[src/rtl/seq_pkg.sv]
// Shared definitions for the mode sequencer: mode encoding and default sizing.
package seq_pkg;

  typedef enum logic [1:0] {
    COUNT_UP   = 2'b00,
    ALT        = 2'b01,
    HOLD       = 2'b10,
    COUNT_DOWN = 2'b11
  } mode_e;

  localparam int DEF_MAX_COUNT = 16;
  localparam int DEF_WIDTH     = 5;

endpackage

[src/rtl/mode_sequencer_if.sv]
// Control/status bundle of the mode sequencer.
// master drives the controls and observes the state; slave is the sequencer.
interface mode_sequencer_if
  import seq_pkg::*;
#(
  parameter int WIDTH = DEF_WIDTH
) ();

  logic             en;
  mode_e            mode;
  logic             load;
  logic [WIDTH-1:0] load_val;
  logic [WIDTH-1:0] state;
  logic             tc;
  logic             alt_flag;

  modport master (
    output en, mode, load, load_val,
    input  state, tc, alt_flag
  );

  modport slave (
    input  en, mode, load, load_val,
    output state, tc, alt_flag
  );

endinterface

[src/rtl/seq_next_state.sv]
// Combinational next-state and terminal-count logic of the mode sequencer.
// Build option: define SEQ_DOWN_EN to give mode COUNT_DOWN its decrement
// behaviour; without it COUNT_DOWN is identical to HOLD and no decrementer exists.
module seq_next_state
  import seq_pkg::*;
#(
  parameter int MAX_COUNT = DEF_MAX_COUNT,
  parameter int WIDTH     = DEF_WIDTH,
  parameter int WRAP      = 1
) (
  input  logic [WIDTH-1:0] i_state,
  input  mode_e            i_mode,
  output logic [WIDTH-1:0] o_next,
  output logic             o_tc_next
);

  localparam logic [WIDTH-1:0] MAX_V = WIDTH'(MAX_COUNT);
  localparam logic [WIDTH-1:0] ALT_V = WIDTH'(MAX_COUNT + 1);
  localparam logic [WIDTH-1:0] PRE_V = WIDTH'(MAX_COUNT - 1);

  // Next state for the selected mode; ALT_V is only reachable through ALT or load.
  always_comb begin
    o_next    = i_state;
    o_tc_next = 1'b0;
    case (i_mode)
      COUNT_UP: begin
        if (i_state == ALT_V) begin
          o_next = '0;
        end else if (i_state < MAX_V) begin
          o_next = i_state + WIDTH'(1);
          if ((WRAP == 0) && (i_state == PRE_V)) o_tc_next = 1'b1;
        end else if (i_state == MAX_V) begin
          if (WRAP != 0) begin
            o_next    = '0;
            o_tc_next = 1'b1;
          end
        end
      end
      ALT: begin
        if (i_state == ALT_V) o_next = MAX_V;
        else                  o_next = ALT_V;
      end
      HOLD: begin
        o_next = i_state;
      end
      COUNT_DOWN: begin
`ifdef SEQ_DOWN_EN
        if (i_state == ALT_V) begin
          o_next = MAX_V;
        end else if (i_state == '0) begin
          if (WRAP != 0) begin
            o_next    = MAX_V;
            o_tc_next = 1'b1;
          end
        end else if (i_state <= MAX_V) begin
          o_next = i_state - WIDTH'(1);
          if ((WRAP == 0) && (i_state == WIDTH'(1))) o_tc_next = 1'b1;
        end
`else
        o_next = i_state;
`endif
      end
      default: begin
        o_next = i_state;
      end
    endcase
  end

endmodule

[src/rtl/mode_sequencer.sv]
// Mode sequencer: registered state/tc/alt_flag with load > enable priority.
// Counting range is 0..MAX_COUNT plus the ALT-only value MAX_COUNT+1.
// Build option: SEQ_DOWN_EN enables the COUNT_DOWN mode (see seq_next_state).
module mode_sequencer
  import seq_pkg::*;
#(
  parameter int MAX_COUNT = DEF_MAX_COUNT,
  parameter int WIDTH     = DEF_WIDTH,
  parameter int WRAP      = 1
) (
  input  logic             clk,
  input  logic             reset,
  mode_sequencer_if.slave  bus
);

  localparam logic [WIDTH-1:0] MAX_V = WIDTH'(MAX_COUNT);
  localparam logic [WIDTH-1:0] ALT_V = WIDTH'(MAX_COUNT + 1);

  // The state must be able to hold MAX_COUNT+1 with headroom.
  if ((longint'(1) << WIDTH) <= (longint'(MAX_COUNT) + 1)) begin : g_bad_width
    $error("mode_sequencer: WIDTH too small for MAX_COUNT");
  end

  logic [WIDTH-1:0] r_state;
  logic             r_tc;
  logic             r_alt_flag;

  logic [WIDTH-1:0] w_next;
  logic             w_tc_next;
  logic [WIDTH-1:0] w_state_d;
  logic             w_tc_d;
  logic             w_alt_d;

  seq_next_state #(
    .MAX_COUNT (MAX_COUNT),
    .WIDTH     (WIDTH),
    .WRAP      (WRAP)
  ) u_next (
    .i_state   (r_state),
    .i_mode    (bus.mode),
    .o_next    (w_next),
    .o_tc_next (w_tc_next)
  );

  // Load beats enable; out-of-range load values collapse to 0.
  always_comb begin
    w_state_d = r_state;
    w_tc_d    = 1'b0;
    if (bus.load) begin
      w_state_d = (bus.load_val <= ALT_V) ? bus.load_val : '0;
    end else if (bus.en) begin
      w_state_d = w_next;
      w_tc_d    = w_tc_next;
    end
    w_alt_d = (bus.mode == ALT) && ((w_state_d == MAX_V) || (w_state_d == ALT_V));
  end

  // State registers; reset clears everything immediately.
  always_ff @(posedge clk or negedge reset) begin
    if (!reset) begin
      r_state    <= '0;
      r_tc       <= 1'b0;
      r_alt_flag <= 1'b0;
    end else begin
      r_state    <= w_state_d;
      r_tc       <= w_tc_d;
      r_alt_flag <= w_alt_d;
    end
  end

  assign bus.state    = r_state;
  assign bus.tc       = r_tc;
  assign bus.alt_flag = r_alt_flag;

endmodule
[src/flat_wrapper.sv]
// flat-port wrapper written by rule: the top's interface ports become plain ports
module mode_sequencer_flat import seq_pkg::*;
#(
  parameter int MAX_COUNT = DEF_MAX_COUNT,
  parameter int WIDTH     = DEF_WIDTH,
  parameter int WRAP      = 1
)
  (clk, reset, bus_en, bus_mode, bus_load, bus_load_val, bus_state, bus_tc, bus_alt_flag);
  mode_sequencer_if #(.WIDTH(WIDTH)) bus_i ();
  input  logic clk;
  input  logic reset;
  input wire logic [$bits(bus_i.en)-1:0] bus_en;
  input wire logic [$bits(bus_i.mode)-1:0] bus_mode;
  input wire logic [$bits(bus_i.load)-1:0] bus_load;
  input wire logic [$bits(bus_i.load_val)-1:0] bus_load_val;
  output wire logic [$bits(bus_i.state)-1:0] bus_state;
  output wire logic [$bits(bus_i.tc)-1:0] bus_tc;
  output wire logic [$bits(bus_i.alt_flag)-1:0] bus_alt_flag;
  assign bus_i.en = bus_en;
  assign bus_i.mode = bus_mode;
  assign bus_i.load = bus_load;
  assign bus_i.load_val = bus_load_val;
  assign bus_state = bus_i.state;
  assign bus_tc = bus_i.tc;
  assign bus_alt_flag = bus_i.alt_flag;
  mode_sequencer #(.MAX_COUNT(MAX_COUNT), .WIDTH(WIDTH), .WRAP(WRAP)) u_core (.clk(clk), .reset(reset), .bus(bus_i));
endmodule
[config.mk]
export PLATFORM = sky130hd
export DESIGN_NAME = mode_sequencer_flat
export DESIGN_NICKNAME = d
export VERILOG_FILES = /design/src/rtl/seq_pkg.sv /design/src/rtl/mode_sequencer_if.sv /design/src/rtl/seq_next_state.sv /design/src/rtl/mode_sequencer.sv /design/src/flat_wrapper.sv
export SDC_FILE = /design/constraint.sdc
export NUM_CORES = 1
export LEC_CHECK = 0
export ABC_AREA = 1
export BUFFER_PORTS_ARGS = -buffer_cell sky130_fd_sc_hd__buf_4
export CAP_MARGIN = 0
export CORE_AREA = 2 2 39 41
export DETAILED_ROUTE_END_ITERATION = 8
export DIE_AREA = 0 0 41 43
export GPL_TIMING_DRIVEN = 0
export PLACE_DENSITY = 0.68
export SLEW_MARGIN = 15
export SYNTH_ARGS = -nofsm -noshare
export SYNTH_HDL_FRONTEND = slang
export SYNTH_SLANG_ARGS = --single-unit
[constraint.sdc]
create_clock -name clk -period 3.3 [get_ports clk]
set_input_delay 0.165 -clock clk [delete_from_list [all_inputs] [get_ports clk]]
set_output_delay 0.165 -clock clk [all_outputs]
set_load 0.05 [all_outputs]
* After elaboration in Yosys (flattened, before gate mapping)
Index checks and enable logic that the tools add are counted. W data, S select, Z words.
Word-level totals: output and inout bits 7, register bits after elaboration 7, latch bits 0, RAM bits 0, ROM bits 0, word-level logic and storage cells 31, bits of input ports 11, memories kept 0
Operators by class: mux-type cells 14, bitwise gates (word level) 0, magnitude comparators 2, $mul 0, $add $sub $neg 1, equal/unequal tests 7, shift-type cells 0, div/mod/pow operators 0, reductions and logical operators 4
Operators by type and width (number):
- $mux W5 | 6
- $eq A5 B5 Y1 const B | 4
- $pmux W5 S3 | 1
- $mux W1 | 7
- $add A5 B1 Y5 const B | 1
- $le A5 B5 Y1 const B | 1
- $lt A5 B5 Y1 const B | 1
- $eq A2 B2 Y1 const B | 2
- $eq A2 B1 Y1 const B | 1
- $logic_not A2 Y1 | 1
- $reduce_or A2 Y1 | 1
- $logic_and A1 B1 Y1 | 1
- $logic_or A1 B1 Y1 | 1

* Depth between registers and ports, before layout
Gate-level depths: netlist (run 1).
depth in word-level cells 10, gate-level depth with buffers 12, mapped depth without buffers 12

* By module
From an unflattened synthesis (run 1), not the netlist that was laid out.
Unflattened totals: cells, all modules 108, area, all modules 648.1 µm²
Modules (own cells, without submodules):
- mode_sequencer | sequential area each 175.2 µm², cells each 54, instances 1, area each 375.4 µm²
- seq_next_state | sequential area each 0.0 µm², cells each 54, instances 1, area each 272.8 µm²

* Worst setup path after synthesis (run 1)
OpenSTA, ideal clock, no wires.
path kind reg-to-reg, from register u_core.r_state[1], in the netlist u_core.bus.state[1], to register u_core.r_alt_flag, in the netlist u_core.bus.alt_flag, path slack 1.640 ns, required time 3.186 ns, period minus slack after synthesis 1.660 ns, library setup time 0.114 ns, arrival time 1.546 ns, stages on the path, launching flop included 11, buffers on the path 0, cells stage by stage dfrtp_1 -> inv_1 -> ha_1 -> nand2_1 -> clkinv_1 -> nand2_2 -> nand2_2 -> o21ai_1 -> nand2_1 -> nand3_1 -> nor2_1
Between the ends: cells in the longest elaborated chain, start to end 10, elaborated cells between the ends (all ways) 15, classes of those cells add/sub: 1; order compare: 1; eq/ne: 4; mux: 7; reduce/logical: 2
Ends and longest elaborated chain:
- start, declared | RTL line mode_sequencer.sv:24 | logic [WIDTH-1:0] r_state;
- start signal, assigned | RTL line mode_sequencer.sv:65 | r_state <= w_state_d;
- branches (longest 5 deep; another with $add A5 B1 Y5)
- $mux W5 * | RTL line mode_sequencer.sv:51 | end else if (bus.en) begin
- $mux W5 * | RTL line mode_sequencer.sv:49 | if (bus.load) begin
- $eq A5 B5 Y1 | RTL line mode_sequencer.sv:55 | w_alt_d = (bus.mode == ALT) && ((w_state_d == MAX_V) || (w_state_d == ALT_V));
- $logic_or A1 B1 Y1 * | RTL line mode_sequencer.sv:55
- $logic_and A1 B1 Y1 * | RTL line mode_sequencer.sv:55
- named net u_core.w_alt_d | RTL line mode_sequencer.sv:32 | logic w_alt_d;
- end signal, assigned | RTL line mode_sequencer.sv:67 | r_alt_flag <= w_alt_d;
- end, declared | RTL line mode_sequencer.sv:26 | logic r_alt_flag;
Mark *: on every way through the listed nets, which the timed path passes.

* Final worst setup path (run 1)
from register u_core.r_state[0], in the netlist u_core.bus.state[0], to register u_core.r_alt_flag, in the netlist u_core.bus.alt_flag
Same word-level chain as after synthesis.

==> reports/results.ini, run 1 <==
[synth]
yosys-top-cells-area = dfrtp_1, nand2_1, nand3_1
syn_inst = 87
yosys.area.top_type_share_pct = 32.0
post-synth-top-area-cell = dfrtp_1
ys_seq_area_share_pct = 32.0
synth.distinct_cells = 16
synth_seq_cells = 7
synthesis.nets = 101
ys_warn_count = 0
netlist_area_um2 = 547
avgSynthCellArea_um2 = 6.28

[critical_path]
arrival_ns = 1.65
critPathMaxStageDelay_ns = 0.46
r2r-end = u_core.bus.alt_flag
worstSetupPathType = reg2reg
cp.required_ns = 3.44
worst-path-buf-inv = 2
reg2reg_from = u_core.bus.state[0]
worstRegToRegCells = 10
reg2reg_setup_slack_ns = 1.79
crit_path_end_kind = register
crit_top_cell = nand2_1
slowest_stage = dfrtp_1
worstPathMaxFanout = 6
crit_family = flip-flops
crit_chain = inv_1, ha_1, nand2_1, inv_1, nand2_1, nand2_1, o21ai_1, nand2_1, nand3_1, nor2_1
startpoint_type = register

[cts]
clock_path_buffers = 2
clock_latency_ns = 0.25
cts.clk_slew.worst_paths_ns = 0.05
h-tree-depth = 1
tritoncts.num_buffers = 3
root_buffer = clkbuf_4
cts.sinks = 7
cts_resized = 0
cts_tree = done

[layout]
drive_above_1_share_pct = 27.5
most-common-layout-cells = nand2_1, buf_4, inv_1, nand3_1, dfrtp_1
diodes = 0
fillers = 153
finalInstanceArea_um2 = 731
fin_util_pct = 52.8
fin_nets = 124
area_delta_synth_final_pct = 33.6
final_common_cell = nand2_1

[status]
status = completed

[floorplan]
initial_core_util_pct = 39.5
dieHeight_um = 43
std_cell_rows = 14
dieWidth_um = 41
io_pins = 18
core_region_area_um2 = 1380
die_area_um2 = 1760

[routing]
first_pass_iters = 4
avgRoutedWirePerCell_um = 10.1
antenna_left = 0
vias = 584
vias_per_cell = 4.67
first_iter_violations = 8
wl_um = 1260
drc_errors = 0

[grt]
track_usage_pct = 17.1
grt_use_met1_pct = 19.1
grt_max_degree = 11
grt_overflow = 0
met2_usage_pct = 27.2
antenna_found_initial = 0
grt_pass1_wl_um = 1990
grt_use_met3_pct = 3.14
grt_pass1_vias = 521
busiest_layer = met2

[sta]
worst_pin_slew_ns = 0.378
setup_slack_ns = 1.79
setup_tns_ns = 0
slew_viol_final = 0
max_slew_margin_pct = 74.8
hold_viol = 0
setup_viol = 0
max_freq_mhz = 663
finalClockSkew_ns = 0.000588
rsz0062_at_grt = no
fin_crit_sh_pct = 45.7
period_minus_slack_ns = 1.51

[hold_path]
min_to = u_core.bus.state[0]
hold_path.class = in2reg
worstHoldStart = bus_load_val[0]
whs_path_depth = 3

[place]
dpl_cell_area_um2 = 694
place_congestion = 0.770
hpwl_um = 1010
numPortBuffers = 17
place_ws_ns = 1.82

[power_and_ir_drop]
finalPower_mw = 0.285
p_leak_nw = 0.420
power_density_nw_per_um2 = 389
ir_drop_mv = 0.177

[flow_run]
maxCapViolCount = 0

==> routing by layer <==
metal	part of all wire, %	wire length, um
met2	50	632
met1	45	573
met4	1.1	14
met5	0	0
met3	3.2	41
==> final cells by class <==
type	count	area, um^2	share of cell area (%)
clock buffer	4	26.3	3.60
sequential	7	175	24.0
buffer	1	3.75	0.514
inverter	16	60.1	8.22
timing repair buffer	18	138	18.8
tap	16	20.0	2.74
multi-input combinational	63	308	42.1
==> how the worst max path moves through the flow <==
| stage | startpoint | end | cells past startpoint |
|---|---|---|---|
| 5_1_grt | u_core.bus.state[0] | u_core.bus.alt_flag | 10 |
| 4_1_cts | u_core.bus.state[1] | u_core.bus.alt_flag | 10 |
| 2_1_floorplan | u_core.bus.state[1] | u_core.bus.alt_flag | 10 |
| 3_3_place_gp | u_core.bus.state[1] | u_core.bus.alt_flag | 10 |
| 6_report | u_core.bus.state[0] | u_core.bus.alt_flag | 10 |
| 3_5_place_dp | u_core.bus.state[1] | u_core.bus.alt_flag | 10 |
==> power by group <==
| group | internal [mW] | total (mW) | switching [mW] | leakage, nW |
|---|---|---|---|---|
| Clock | 0.0461 | 0.0777 | 0.0315 | 0.0150 |
| Combinational | 0.0367 | 0.102 | 0.0653 | 0.316 |
| Sequential | 0.0929 | 0.105 | 0.0120 | 0.0890 |
==> cell families after synthesis <==
group	count (synthesis)	synth area share, %
fa+ha+maj	3	6.87
compound gates	10	9.15
buf+inv	17	11.7
flops	7	32.0
simple gates	50	40.3
==> synth_stat cells (all sizes together) <==
cell and count:
a21oi 5, clkinv 1, dfrtp 7, inv 15, o21ai 5, clkbuf 1, nand4 1, nand3 9
ha 3, nand2 33, nor2 6, nor3 1
==> registers in the layout, indices dropped and copies added (netlist names) <==
register	flops
u_core.bus.alt_flag	1
u_core.bus.state	5
u_core.bus.tc	1
==> per-stage QoR <==
step / hold WS (ns) / cells
floorplan: -0.131 / 87
global placement: -0.0206 / 120
detailed placement: -0.0184 / 120
CTS: 0.182 / 125
global route: 0.185 / 125
finish: 0.177 / 125
==> timing repair <==
item / 4_1_cts / 5_1_grt
setup buffers: 0 / 0
hold endpoints to repair: 7 / 0
hold buffers: 1 / 0
==> tightest hold or removal path: stages <==
cell and delay, ns:
buf_4 0.08, nand3_1 0.07, nand3_1 0.08
(Power assumes the default switching activity.)
==> inputs of run 2 (changes only) <==
Settings changed: ABC_AREA 1 to 0, PLACE_DENSITY 0.68 to 0.71.
Clock period 3.3 ns to 1.3 ns, I/O delays scaled along.
==> reports/results.ini, run 2 <==
[sta]
max_freq_mhz = 636
period_minus_slack_ns = 1.57
worst_pin_slew_ns = 0.461
hold_viol = 0
rsz0062_at_grt = yes
setup_viol = 5
fin_crit_sh_pct = 121
slew_viol_final = 0
finalClockSkew_ns = 0.00240
whs_ns = 0.115
setup_slack_ns = -0.273
setup_tns_ns = -1.04
max_slew_margin_pct = 69.2

[grt]
track_usage_pct = 18.8
grt_overflow = 0
grt_max_degree = 11
antenna_found_initial = 0
grt_pass1_wl_um = 2300
grt_pass1_vias = 533

[place]
dpl_cell_area_um2 = 738
place_congestion = 0.789
numPortBuffers = 17
hpwl_um = 1090

[cts]
cts.sinks = 7
root_buffer = clkbuf_4
h-tree-depth = 1
cts.clk_slew.worst_paths_ns = 0.05
cts_tree = done
clock_latency_ns = 0.25
tritoncts.num_buffers = 3
clock_path_buffers = 2

[power_and_ir_drop]
p_leak_nw = 0.351
power_density_nw_per_um2 = 941
ir_drop_mv = 0.320

[floorplan]
initial_core_util_pct = 40.0
die_area_um2 = 1760
std_cell_rows = 14
dieWidth_um = 41
core_region_area_um2 = 1380
io_pins = 18
dieHeight_um = 43

[synth]
post-synth-top-area-cell = dfrtp_1
synthesis.nets = 71
netlist_area_um2 = 553
synth_ff_type = dfrtp_1
ys_seq_area_share_pct = 31.7
synth_seq_cells = 7
avgSynthCellArea_um2 = 9.70
syn_inst = 57
yosysMostFrequentCell = dfrtp_1
yosys-top-cells-count = dfrtp_1, nor2_1, ha_1, inv_1, o21ai_0
yosys-top-cells-area = dfrtp_1, ha_1, o31a_2
ys_warn_count = 0
synth_edf_count = 0
synth.distinct_cells = 34
yosys.area.top_type_share_pct = 31.7
ys_async_sr_fraction_pct = 100

[routing]
drc_errors = 0
wl_um = 1440
first_iter_violations = 15
antenna_left = 0
avgRoutedWirePerCell_um = 14.4
vias = 569
first_pass_iters = 4
vias_per_cell = 5.69

[critical_path]
crit_family = compound AO/OA/AOI/OAI gates
worstRegToRegCells = 6
slowest_stage = dfrtp_2
worst-path-buf-inv = 1
crit_path_end_kind = register
critPathMaxStageDelay_ns = 0.47
crit_chain = inv_2, ha_4, nor2_4, o31a_2, o31a_1, nor4b_2
arrival_ns = 1.71
startpoint_type = register
worstPathMaxFanout = 6
cp.required_ns = 1.43
cp_num_cells = 6
worstSetupPathType = reg2reg

[layout]
most-common-layout-cells = buf_4, nor2_1, dfrtp_2, clkbuf_4, dfrtp_1
fin_nets = 99
area_delta_synth_final_pct = 52.3
final_common_cell = buf_4
diodes = 0
drive_above_1_share_pct = 57.1
largest_register_ffs = 5
finalInstanceArea_um2 = 842

[status]
violations = negative setup slack
status = finished, violations left

[hold_path]
hold_path.class = in2reg
whs_path_depth = 3

[flow_run]
maxCapViolCount = 0

run 2: cell count changes in the layout (fill, tap and decap cells not counted), sizes merged, moves of 2 or more:
cell / previous run / this run
nand2: 33 / 1
nor4b: 0 / 2
a21boi: 0 / 2
a22oi: 0 / 2
nand3: 9 / 2
inv: 15 / 3
buf: 17 / 24
nand4b: 0 / 2
o21ai: 5 / 3
a21oi: 5 / 3
o31a: 0 / 3
run 2: path summary, 6_finish.rpt:
check,slack [ns],from,end
setup reg to reg,-0.27,u_core.bus.state[0],u_core.bus.alt_flag
hold / removal,0.11,bus_mode[1],u_core.bus.alt_flag
setup / recovery,-0.27,u_core.bus.state[0],u_core.bus.alt_flag
max in group asynchronous,1.01,reset,u_core.bus.state[2]
hold reg to reg,0.70,u_core.bus.state[4],u_core.bus.tc
min in group asynchronous,0.16,reset,u_core.bus.state[1]
run 2: layout make-up:
cell class	instances	area (um^2)
multi-input cells	45	398
fillers	132	542
plain buffers	2	18.8
clock buffers	4	26.3
inverters	3	11.3
repair buffers	23	188
well taps	16	20.0
flip-flops and latches	7	180
run 2: metal layers:
metal / wire length, um / track usage (%)
met5: 0 / 0
met4: 16 / 11.3
met3: 95 / 2.09
met2: 709 / 29.1
met1: 618 / 23.6
run 2: cells by family after synthesis:
group	share of synthesized area (%)
multiplexers	2.04
flip-flops	31.7
AND/OR/NAND/NOR	25.1
adder cells (fa/ha/maj)	6.79
buffers and inverters	5.43
AO/OA/AOI/OAI	29.0
run 2: tightest hold or removal path: stages:
cell      delay (ns)
buf_4           0.09
nand4b_1        0.12
nor4b_2         0.05
run 2: timing repair:
action | CTS | global route
pin swaps | 3 | 0
buffers inserted | 5 | 0
hold buffers | 1 | 0
endpoints found under the hold margin | 7 | 0
endpoints found under the setup margin | 6 | 6
gates resized for setup | 4 | 0
run 2: power breakdown:
group	switching [mW]	internal (mW)
registers	0.0312	0.236
logic	0.171	0.153
clock network	0.0830	0.117
run 2: through the flow:
step	setup WS, ns	power (mW)	utilization, %	std cells
floorplan	-0.371	0.456	-	57
global placement	-0.313	0.543	53.3	90
detailed placement	-0.327	0.549	53.3	90
CTS	-0.270	0.790	60.8	100
global route	-0.339	0.840	60.8	100
finish	-0.273	0.792	60.8	100
